==> src/rtl/lsu_pkg.sv <==
// Shared types and lane helpers for the load/store controller.
// Size encodings, FSM states and byte-lane masks.
package lsu_pkg;

  localparam logic [1:0] SZ_B = 2'd0;
  localparam logic [1:0] SZ_H = 2'd1;
  localparam logic [1:0] SZ_W = 2'd2;

  typedef enum logic [2:0] {
    S_IDLE,
    S_RD,
    S_RMW_RD,
    S_RMW_WR,
    S_WR,
    S_RESP
  } state_e;

  function automatic logic [3:0] lane_mask(
    input logic [1:0] size,
    input logic [1:0] off
  );
    logic [3:0] m;
    case (size)
      SZ_B:    m = 4'b0001 << off;
      SZ_H:    m = off[1] ? 4'b1100 : 4'b0011;
      default: m = 4'b1111;
    endcase
    return m;
  endfunction

  function automatic logic bad_align(
    input logic [1:0] size,
    input logic [1:0] off
  );
    return (size == 2'd3) ||
           (size == SZ_H && off[0]) ||
           (size == SZ_W && off != 2'b00);
  endfunction

endpackage

==> src/rtl/lsu_lane_align.sv <==
// Byte-lane steering: load extract/extend and store merge.
// Purely combinational.
module lsu_lane_align
  import lsu_pkg::*;
(
  input  logic [1:0]  size_i,
  input  logic        sign_i,
  input  logic [1:0]  off_i,
  input  logic [31:0] rdata_i,
  input  logic [31:0] wdata_i,
  input  logic [31:0] old_i,
  output logic [31:0] ld_data_o,
  output logic [31:0] st_data_o
);

  logic [31:0] rsh;
  logic [31:0] wsh;
  logic [3:0]  mask;

  always_comb begin
    rsh = rdata_i >> {off_i, 3'b000};
    case (size_i)
      SZ_B: ld_data_o = {{24{sign_i & rsh[7]}}, rsh[7:0]};
      SZ_H: ld_data_o = {{16{sign_i & rsh[15]}}, rsh[15:0]};
      default: ld_data_o = rdata_i;
    endcase
  end

  always_comb begin
    wsh  = wdata_i << {off_i, 3'b000};
    mask = lane_mask(size_i, off_i);
    st_data_o = old_i;
    for (int i = 0; i < 4; i++) begin
      if (mask[i]) st_data_o[8*i +: 8] = wsh[8*i +: 8];
    end
  end

endmodule

==> src/rtl/lsu_ctrl.sv <==
// Load/store controller for a word-only data RAM.
// Sub-word stores run as read-modify-write.
module lsu_ctrl
  import lsu_pkg::*;
#(
  parameter int unsigned RAM_AW    = 8,
  parameter bit          RANGE_CHK = 1'b1
) (
  input  logic        clk,
  input  logic        rst,
  input  logic        req_valid,
  output logic        req_ready,
  input  logic        req_we,
  input  logic [1:0]  req_size,
  input  logic        req_sign,
  input  logic [31:0] req_addr,
  input  logic [31:0] req_wdata,
  output logic        rsp_valid,
  output logic        rsp_err,
  output logic [31:0] rsp_rdata,
  output logic        ram_en,
  output logic        ram_rw,
  output logic [31:0] ram_addr,
  output logic [31:0] ram_wdata,
  input  logic [31:0] ram_rdata
);

  localparam logic [31:0] AMASK =
    32'((64'd1 << (RAM_AW + 2)) - 64'd1) & 32'hFFFF_FFFC;

  state_e      state_q, state_d;
  logic        we_q, sign_q, err_q;
  logic [1:0]  size_q;
  logic [31:0] addr_q, wdata_q;
  logic [31:0] merge_q, rdata_q;
  logic [31:0] ld_data, st_data;
  logic        oor, err_in, accept;

  assign oor    = (req_addr >> (RAM_AW + 2)) != 32'd0;
  assign err_in = bad_align(req_size, req_addr[1:0]) ||
                  (RANGE_CHK && oor);
  assign accept = req_valid && req_ready;

  lsu_lane_align u_align (
    .size_i   (size_q),
    .sign_i   (sign_q),
    .off_i    (addr_q[1:0]),
    .rdata_i  (ram_rdata),
    .wdata_i  (wdata_q),
    .old_i    (merge_q),
    .ld_data_o(ld_data),
    .st_data_o(st_data)
  );

  always_comb begin
    state_d   = state_q;
    req_ready = 1'b0;
    rsp_valid = 1'b0;
    ram_en    = 1'b0;
    ram_rw    = 1'b0;
    ram_wdata = 32'd0;
    unique case (state_q)
      S_IDLE: begin
        req_ready = 1'b1;
        if (req_valid) begin
          if (err_in)           state_d = S_RESP;
          else if (!req_we)     state_d = S_RD;
          else if (req_size == SZ_W) state_d = S_WR;
          else                  state_d = S_RMW_RD;
        end
      end
      S_RD: begin
        ram_en  = 1'b1;
        state_d = S_RESP;
      end
      S_RMW_RD: begin
        ram_en  = 1'b1;
        state_d = S_RMW_WR;
      end
      S_RMW_WR: begin
        ram_en    = 1'b1;
        ram_rw    = 1'b1;
        ram_wdata = st_data;
        state_d   = S_RESP;
      end
      S_WR: begin
        ram_en    = 1'b1;
        ram_rw    = 1'b1;
        ram_wdata = wdata_q;
        state_d   = S_RESP;
      end
      S_RESP: begin
        rsp_valid = 1'b1;
        state_d   = S_IDLE;
      end
      default: state_d = S_IDLE;
    endcase
  end

  assign ram_addr  = addr_q & AMASK;
  assign rsp_err   = (state_q == S_RESP) && err_q;
  assign rsp_rdata = (state_q == S_RESP) ? rdata_q : 32'd0;

  always_ff @(posedge clk) begin
    if (!rst) begin
      state_q <= S_IDLE;
      we_q    <= 1'b0;
      sign_q  <= 1'b0;
      err_q   <= 1'b0;
      size_q  <= SZ_B;
      addr_q  <= 32'd0;
      wdata_q <= 32'd0;
      merge_q <= 32'd0;
      rdata_q <= 32'd0;
    end else begin
      state_q <= state_d;
      if (accept) begin
        we_q    <= req_we;
        sign_q  <= req_sign;
        err_q   <= err_in;
        size_q  <= req_size;
        addr_q  <= req_addr;
        wdata_q <= req_wdata;
        rdata_q <= 32'd0;
      end
      // ram_rdata is only trusted while a read is driven
      if (state_q == S_RD)     rdata_q <= ld_data;
      if (state_q == S_RMW_RD) merge_q <= ram_rdata;
    end
  end

endmodule
==> config.mk <==
export PLATFORM = sky130hd
export DESIGN_NAME = lsu_ctrl
export DESIGN_NICKNAME = d
export VERILOG_FILES = /design/src/rtl/lsu_pkg.sv /design/src/rtl/lsu_lane_align.sv /design/src/rtl/lsu_ctrl.sv
export SDC_FILE = /design/constraint.sdc
export NUM_CORES = 1
export LEC_CHECK = 0
export ABC_AREA = 1
export CAP_MARGIN = 10
export CORE_MARGIN = 5
export CORE_UTILIZATION = 47
export DETAILED_ROUTE_END_ITERATION = 10
export PLACE_DENSITY = 0.88
export SYNTH_ARGS = -nofsm -noshare
export SYNTH_HDL_FRONTEND = slang
export SYNTH_SLANG_ARGS = --single-unit
==> constraint.sdc <==
create_clock -name clk -period 2 [get_ports clk]
set_input_delay 0.3 -clock clk [delete_from_list [all_inputs] [get_ports clk]]
set_output_delay 0.3 -clock clk [all_outputs]
set_load 0.01 [all_outputs]
== Word level (Yosys, flattened, before mapping) ==
Cells that the tools add are included.
Word-level totals
  register bits after elaboration: 113
  latch bits: 0
  memory bits (writable): 0
  memory bits (read-only): 0
  input bits: 103
  output and inout bits: 101
  logic and storage cells: 58
  memories kept: 0
Cells by class
  $add $sub $neg: 0
  multiply operators: 0
  div/mod/pow operators: 0
  magnitude comparators: 0
  equal/unequal tests: 10
  shift operators: 3
  mux-type cells: 20
  bitwise logic cells: 2
  reduce and logical (&&, ||, !) cells: 15
Operator list (number)
  32-bit case mux with 2 select lines: 2
  32-bit 2-to-1 mux: 3
  8-bit 2-to-1 mux: 4
  32-bit nonzero test: 1
  32-bit by 5-bit left shift with 32-bit output: 1
  32-bit by 5-bit >> shifter with 16-bit output: 1
  3-bit 2-to-1 mux: 4
  3-bit case mux with 3 select lines: 1
  4-bit case mux with 2 select lines: 1
  3-bit by 2-bit equality test with 1-bit output, second input constant: 2
  3-bit equality test, second input constant: 2
  2-bit by 1-bit equality test with 1-bit output, second input constant: 2
  2-bit equality test, second input constant: 2
  1-bit logical AND: 4
  1-bit 2-to-1 mux: 4
  4-bit 2-to-1 mux: 1
  2-bit nonzero test: 2
  4-bit OR reduction: 1
  1-bit by 2-bit left shift with 4-bit output, first input constant: 1
  3-bit by 1-bit equality test with 1-bit output, second input constant: 1
  3-bit zero test: 1
  1-bit logical OR: 3
  3-bit OR reduction: 1
  1-bit bitwise AND: 2
  other kinds (3): 3

== Longest topological paths before layout ==
  depth after elaboration: 8
  depth in mapped cells: 12
  gate-level depth less buffers: 9

== Modules after synthesis ==
Synthesis repeated with hierarchy kept, for this count alone.
Second synthesis, totals
  cells, all modules: 1137
  area total of the unflattened synthesis: 7085.5 µm²
By module, submodules not included
  lsu_ctrl: times used 1, cells each 757, area each 5338.9 µm², seq. area each 2262.2 µm²
  lsu_lane_align: times used 1, cells each 380, area each 1746.7 µm², seq. area each 0.0 µm²

== Least setup slack after synthesis ==
OpenSTA, ideal clock, no wires.
  path type: register to output
  start: register addr_q[1]
  end: output port ram_wdata[22]
  arrival: 1302 ps
  data required time: 1700 ps
  setup slack: 398 ps
  stages on the path, launching flop included: 8
  cells stage by stage: dfxtp_1 buf_4 a21oi_1 inv_1 buf_4 or2_2 nand3_1 nand2_1
On the way
  word-level cells in the longest chain between the ends: 4
  elaborated cells between the ends (all ways): 6
  those cells by class: shift (2); mux (4)
RTL lines
  start, declared: line lsu_ctrl.sv:34  | logic [31:0] addr_q, wdata_q;
  start signal, assigned: line lsu_ctrl.sv:122  | addr_q <= req_addr;
  branches (longest 2 deep; another with 32-bit by 5-bit left shift with 32-bit output)
  8-bit 2-to-1 mux (*): line lsu_lane_align.sv:34  | if (mask[i]) st_data_o[8*i +: 8] = wsh[8*i +: 8];
  32-bit case mux with 2 select lines (*): line lsu_ctrl.sv:62  | unique case (state_q)
  end, declared: line lsu_ctrl.sv:24  | output logic [31:0] ram_wdata,
Every way passes the cells marked *.

== Worst setup path in the final report ==
  start: register addr_q[1]
  end: output port ram_wdata[19]
Same word-level chain as after synthesis.

==> impl_table.tex <==
\begin{tabular}{lr}
\hline
Metric & Value \\
\hline
\multicolumn{2}{l}{\textbf{Status}} \\
\quad Status & finished, violations left \\
\quad Failing checks & setup timing \\
\multicolumn{2}{l}{\textbf{Synth}} \\
\quad Cell area after synthesis & 0.00636 mm² \\
\quad Number of register bits inferred by synthesis & 113 \\
\quad Number of distinct library cell variants in the gate-level netlist after synthesis & 33 \\
\quad Count of synthesis-stage warnings from yosys & 0 \\
\quad Mean Syn Cell Area & 6.39 µm² \\
\quad Synth Instances & 995 \\
\quad Flip-flop cell with the highest count after synthesis & sky130\_fd\_sc\_hd\_\_dfxtp\_1 \\
\quad Fraction of registers with async set/reset & 0\% \\
\quad Sequential cell area fraction in the yosys report & 35.6\% \\
\quad Number of enable-type register cells in the synthesized netlist & 0 \\
\multicolumn{2}{l}{\textbf{Route}} \\
\quad Number of remaining DRC errors & 0 \\
\quad Routed length per instance & 16.8 µm \\
\quad DR iter-0 viols & 883 \\
\quad Routed Antenna Nets & 0 \\
\quad Via density per instance & 5.50 \\
\quad Via Count & 7,590 \\
\quad First-pass DRT Iterations & 6 \\
\quad Total Routed Length & 23,200 µm \\
\multicolumn{2}{l}{\textbf{Flow run}} \\
\quad Maximum capacitance violations & 0 \\
\multicolumn{2}{l}{\textbf{GRT}} \\
\quad Total routing resource utilization after global routing & 26.8\% \\
\quad Met1 Track Usage GR & 33.1\% \\
\quad Global routing's busiest layer & met2 \\
\quad Maximum number of pins on one net before global-route repair & 57 \\
\quad Grt ovf & 0 \\
\quad Wire length of the first global-routing pass & 34,500 µm \\
\quad Met3 demand-to-capacity share in global routing & 6.98\% \\
\quad Antenna violations before repair & 0 \\
\quad Number of global-route vias before repair & 6,968 \\
\quad GR Util met2 & 44.0\% \\
\multicolumn{2}{l}{\textbf{STA}} \\
\quad Max-slew violation count & 0 \\
\quad Number of endpoints with negative hold slack in the final report & 0 \\
\quad Final worst clock skew & 0.00690 ns \\
\quad Final worst slack & -0.226 ns \\
\quad Setup violation total in the final timing report & 32 \\
\quad Total Negative Setup Slacks & -3.05 ns \\
\quad Time the final worst path needs with I/O delays and setup & 2.23 ns \\
\quad Pin slew with the least headroom to its limit & 0.690 ns \\
\quad Timing-limited maximum frequency & 449 MHz \\
\quad Slew headroom & 53.9\% \\
\quad Fin crit share & 111\% \\
\quad RSZ-0062 raised after global routing & yes \\
\multicolumn{2}{l}{\textbf{Setup path}} \\
\quad Worst Path Required & 1.70 ns \\
\quad Startpoint kind of the worst setup timing path & flip-flop \\
\quad Classification of the worst setup path & reg2out \\
\quad Worst EP arrival & 1.93 ns \\
\quad Startpoint of the worst-slack reg-to-reg timing path & state\_q[2] \\
\quad Critical path capture point type & primary output \\
\quad Worst Setup SP & addr\_q[1] \\
\quad Highest fanout seen on the critical path & 15 \\
\multicolumn{2}{l}{\textbf{Power and ir drop}} \\
\quad Switching power & 2.61 mW \\
\quad PnR Total Power & 8.09 mW \\
\quad Portion of total power attributed to the clock network & 39.6\% \\
\quad Switching power as a share of total power & 32.2\% \\
\quad Cell-internal power & 5.48 mW \\
\quad Leakage power & 4.00 nW \\
\quad Sequential cell fraction of total power & 31.9\% \\
\quad Power density of the placed cells & 869 mW/mm² \\
\quad Highest ir drop seen on vdd & 0.632 mV \\
\quad Logic pwr share & 28.5\% \\
\multicolumn{2}{l}{\textbf{Min path}} \\
\quad Source of the worst hold timing path & rst \\
\quad Class of the tightest hold or removal check & in2reg \\
\multicolumn{2}{l}{\textbf{Finish}} \\
\quad Post-route cell area & 0.00931 mm² \\
\quad Total number of nets in the final design & 1,295 \\
\quad Layout overhead on the synthesized area & 46.4\% \\
\quad Most common cell after layout, fill and taps aside & sky130\_fd\_sc\_hd\_\_nand2\_1 \\
\quad Commonest cells after routing, fill and taps aside & sky130\_fd\_sc\_hd\_\_nand2\_1, sky130\_fd\_sc\_hd\_\_a21oi\_1, sky130\_fd\_sc\_hd\_\_clkdlybuf4s50\_1 \\
\quad Share of post-route cells with drive strength above 1 & 22.2\% \\
\quad Diode insertion count for antenna repair & 0 \\
\quad Number of filler instances in the final layout & 1,097 \\
\multicolumn{2}{l}{\textbf{Clocking}} \\
\quad Clock insertion delay at the later pin of the skew report & 0.42 ns \\
\quad Clock tree from TritonCTS & yes \\
\quad H-Tree Level Count & 4 \\
\quad Clock-pin slew reported for the worst setup and hold paths after clock tree synthesis & 0.06 ns \\
\quad Cell chosen for the clock root & sky130\_fd\_sc\_hd\_\_clkbuf\_16 \\
\quad Number of sinks driven by the clock tree & 113 \\
\quad Clock Tree Buf Depth & 2 \\
\quad TritonCTS buffer count & 17 \\
\multicolumn{2}{l}{\textbf{Place}} \\
\quad Gp weighted congestion & 0.995 \\
\quad Standard cell area after detailed placement & 0.00838 mm² \\
\quad Number of buffers added on ports & 179 \\
\quad HPWL after DPL & 16,000 µm \\
\multicolumn{2}{l}{\textbf{Floorplanning}} \\
\quad Site row count & 42 \\
\quad Starting density of the core & 48.0\% \\
\quad Vert. Die Dim & 126 µm \\
\quad Number of ports placed on the die boundary & 204 \\
\quad Horizontal die dimension & 126 µm \\
\quad Die ar. & 0.0160 mm² \\
\quad Area of the core & 0.0132 mm² \\
\hline
\end{tabular}
area by class of cell:
cell class,count,area [µm²],share of cell area (%)
Clock buffer,18,429,4.61
Clock inverter,14,190,2.04
Inverter,106,415,4.46
Multi-Input combinational cell,706,3610,38.7
Sequential cell,113,2280,24.4
Tap cell,176,220,2.36
Timing Repair Buffer,247,2170,23.3
Timing Repair inverter,1,7.51,0.0806
state kept, by name, summed over array words and instances, names as in the netlist:
register	flops
addr_q	10
err_q	1
merge_q	32
rdata_q	32
sign_q	1
size_q	2
state_q	3
wdata_q	32
kinds of logic after synthesis:
logic type      after synthesis  synth area share [%]
simple gates                378                  24.4
compound gates              303                  25.2
buf+inv                     200                  14.8
flops                       113                  35.6
other cells                   1                0.0590
power by group through the flow:
| stage | Combinational, mW | Sequential, mW | Clock [mW] |
|---|---|---|---|
| after floorplan | 1.20 | 2.54 | 0 |
| after global placement | 1.89 | 2.59 | 0 |
| after detailed placement | 1.91 | 2.59 | 0 |
| after CTS | 2.08 | 2.56 | 3.21 |
| after global routing | 2.48 | 2.60 | 3.32 |
| final | 2.31 | 2.58 | 3.20 |
per-layer routing:
metal	vias up	wire [µm]
met5	-	0
met4	0	949
met3	92	2380
met2	459	11000
met1	3461	8930
li1	3578	-
cell usage after synthesis, types with 15 or more instances:
library cell	instances	area (µm²)
sky130_fd_sc_hd__nand2_1	219	822
sky130_fd_sc_hd__o22ai_1	15	93.8
sky130_fd_sc_hd__clkbuf_1	31	116
sky130_fd_sc_hd__o21ai_0	140	701
sky130_fd_sc_hd__buf_2	15	75.1
sky130_fd_sc_hd__buf_4	36	270
sky130_fd_sc_hd__nand3_1	29	145
sky130_fd_sc_hd__inv_1	100	375
sky130_fd_sc_hd__nor2_1	107	402
sky130_fd_sc_hd__dfxtp_1	113	2260
sky130_fd_sc_hd__a21oi_1	118	591
metrics by stage:
step                      cells  hold WS, ns  setup WS (ns)  util (%)
final                      1381        0.443         -0.226      70.3
after global routing       1381        0.472         -0.290      70.3
after CTS                  1375        0.437         -0.144      69.1
after detailed placement   1331        0.456         -0.205      63.3
after global placement     1331        0.453         -0.224      63.3
after floorplan            1018        0.435          0.398         -
critical path: stages (launching register included):
cell	delay, ns
sky130_fd_sc_hd__dfxtp_4	0.42
sky130_fd_sc_hd__inv_6	0.07
sky130_fd_sc_hd__buf_12	0.15
sky130_fd_sc_hd__nand2_4	0.16
sky130_fd_sc_hd__o211ai_1	0.13
sky130_fd_sc_hd__o21ai_0	0.12
sky130_fd_sc_hd__nand2_1	0.09
sky130_fd_sc_hd__o211ai_1	0.11
sky130_fd_sc_hd__nand2_1	0.08
sky130_fd_sc_hd__buf_2	0.15
worst paths after layout:
kind | to | slack, ns | depth (start not counted)
max | ram_wdata[19] | -0.23 | 9
min | wdata_q[21] | 0.44 | 3
max reg2reg | size_q[0] | 0.18 | 9
min reg2reg | rdata_q[10] | 0.46 | 2
repair_timing:
item | in CTS | in global routing
endpoints found under the setup margin | 71 | 69
buffers inserted | 9 | 4
resized for setup | 269 | 124
endpoints found under the hold margin | 0 | 0
pin swaps | 12 | 16
hold buffers | 0 | 0
gates cloned | 3 | 2
Note: power is estimated with default switching activity, not from simulation.
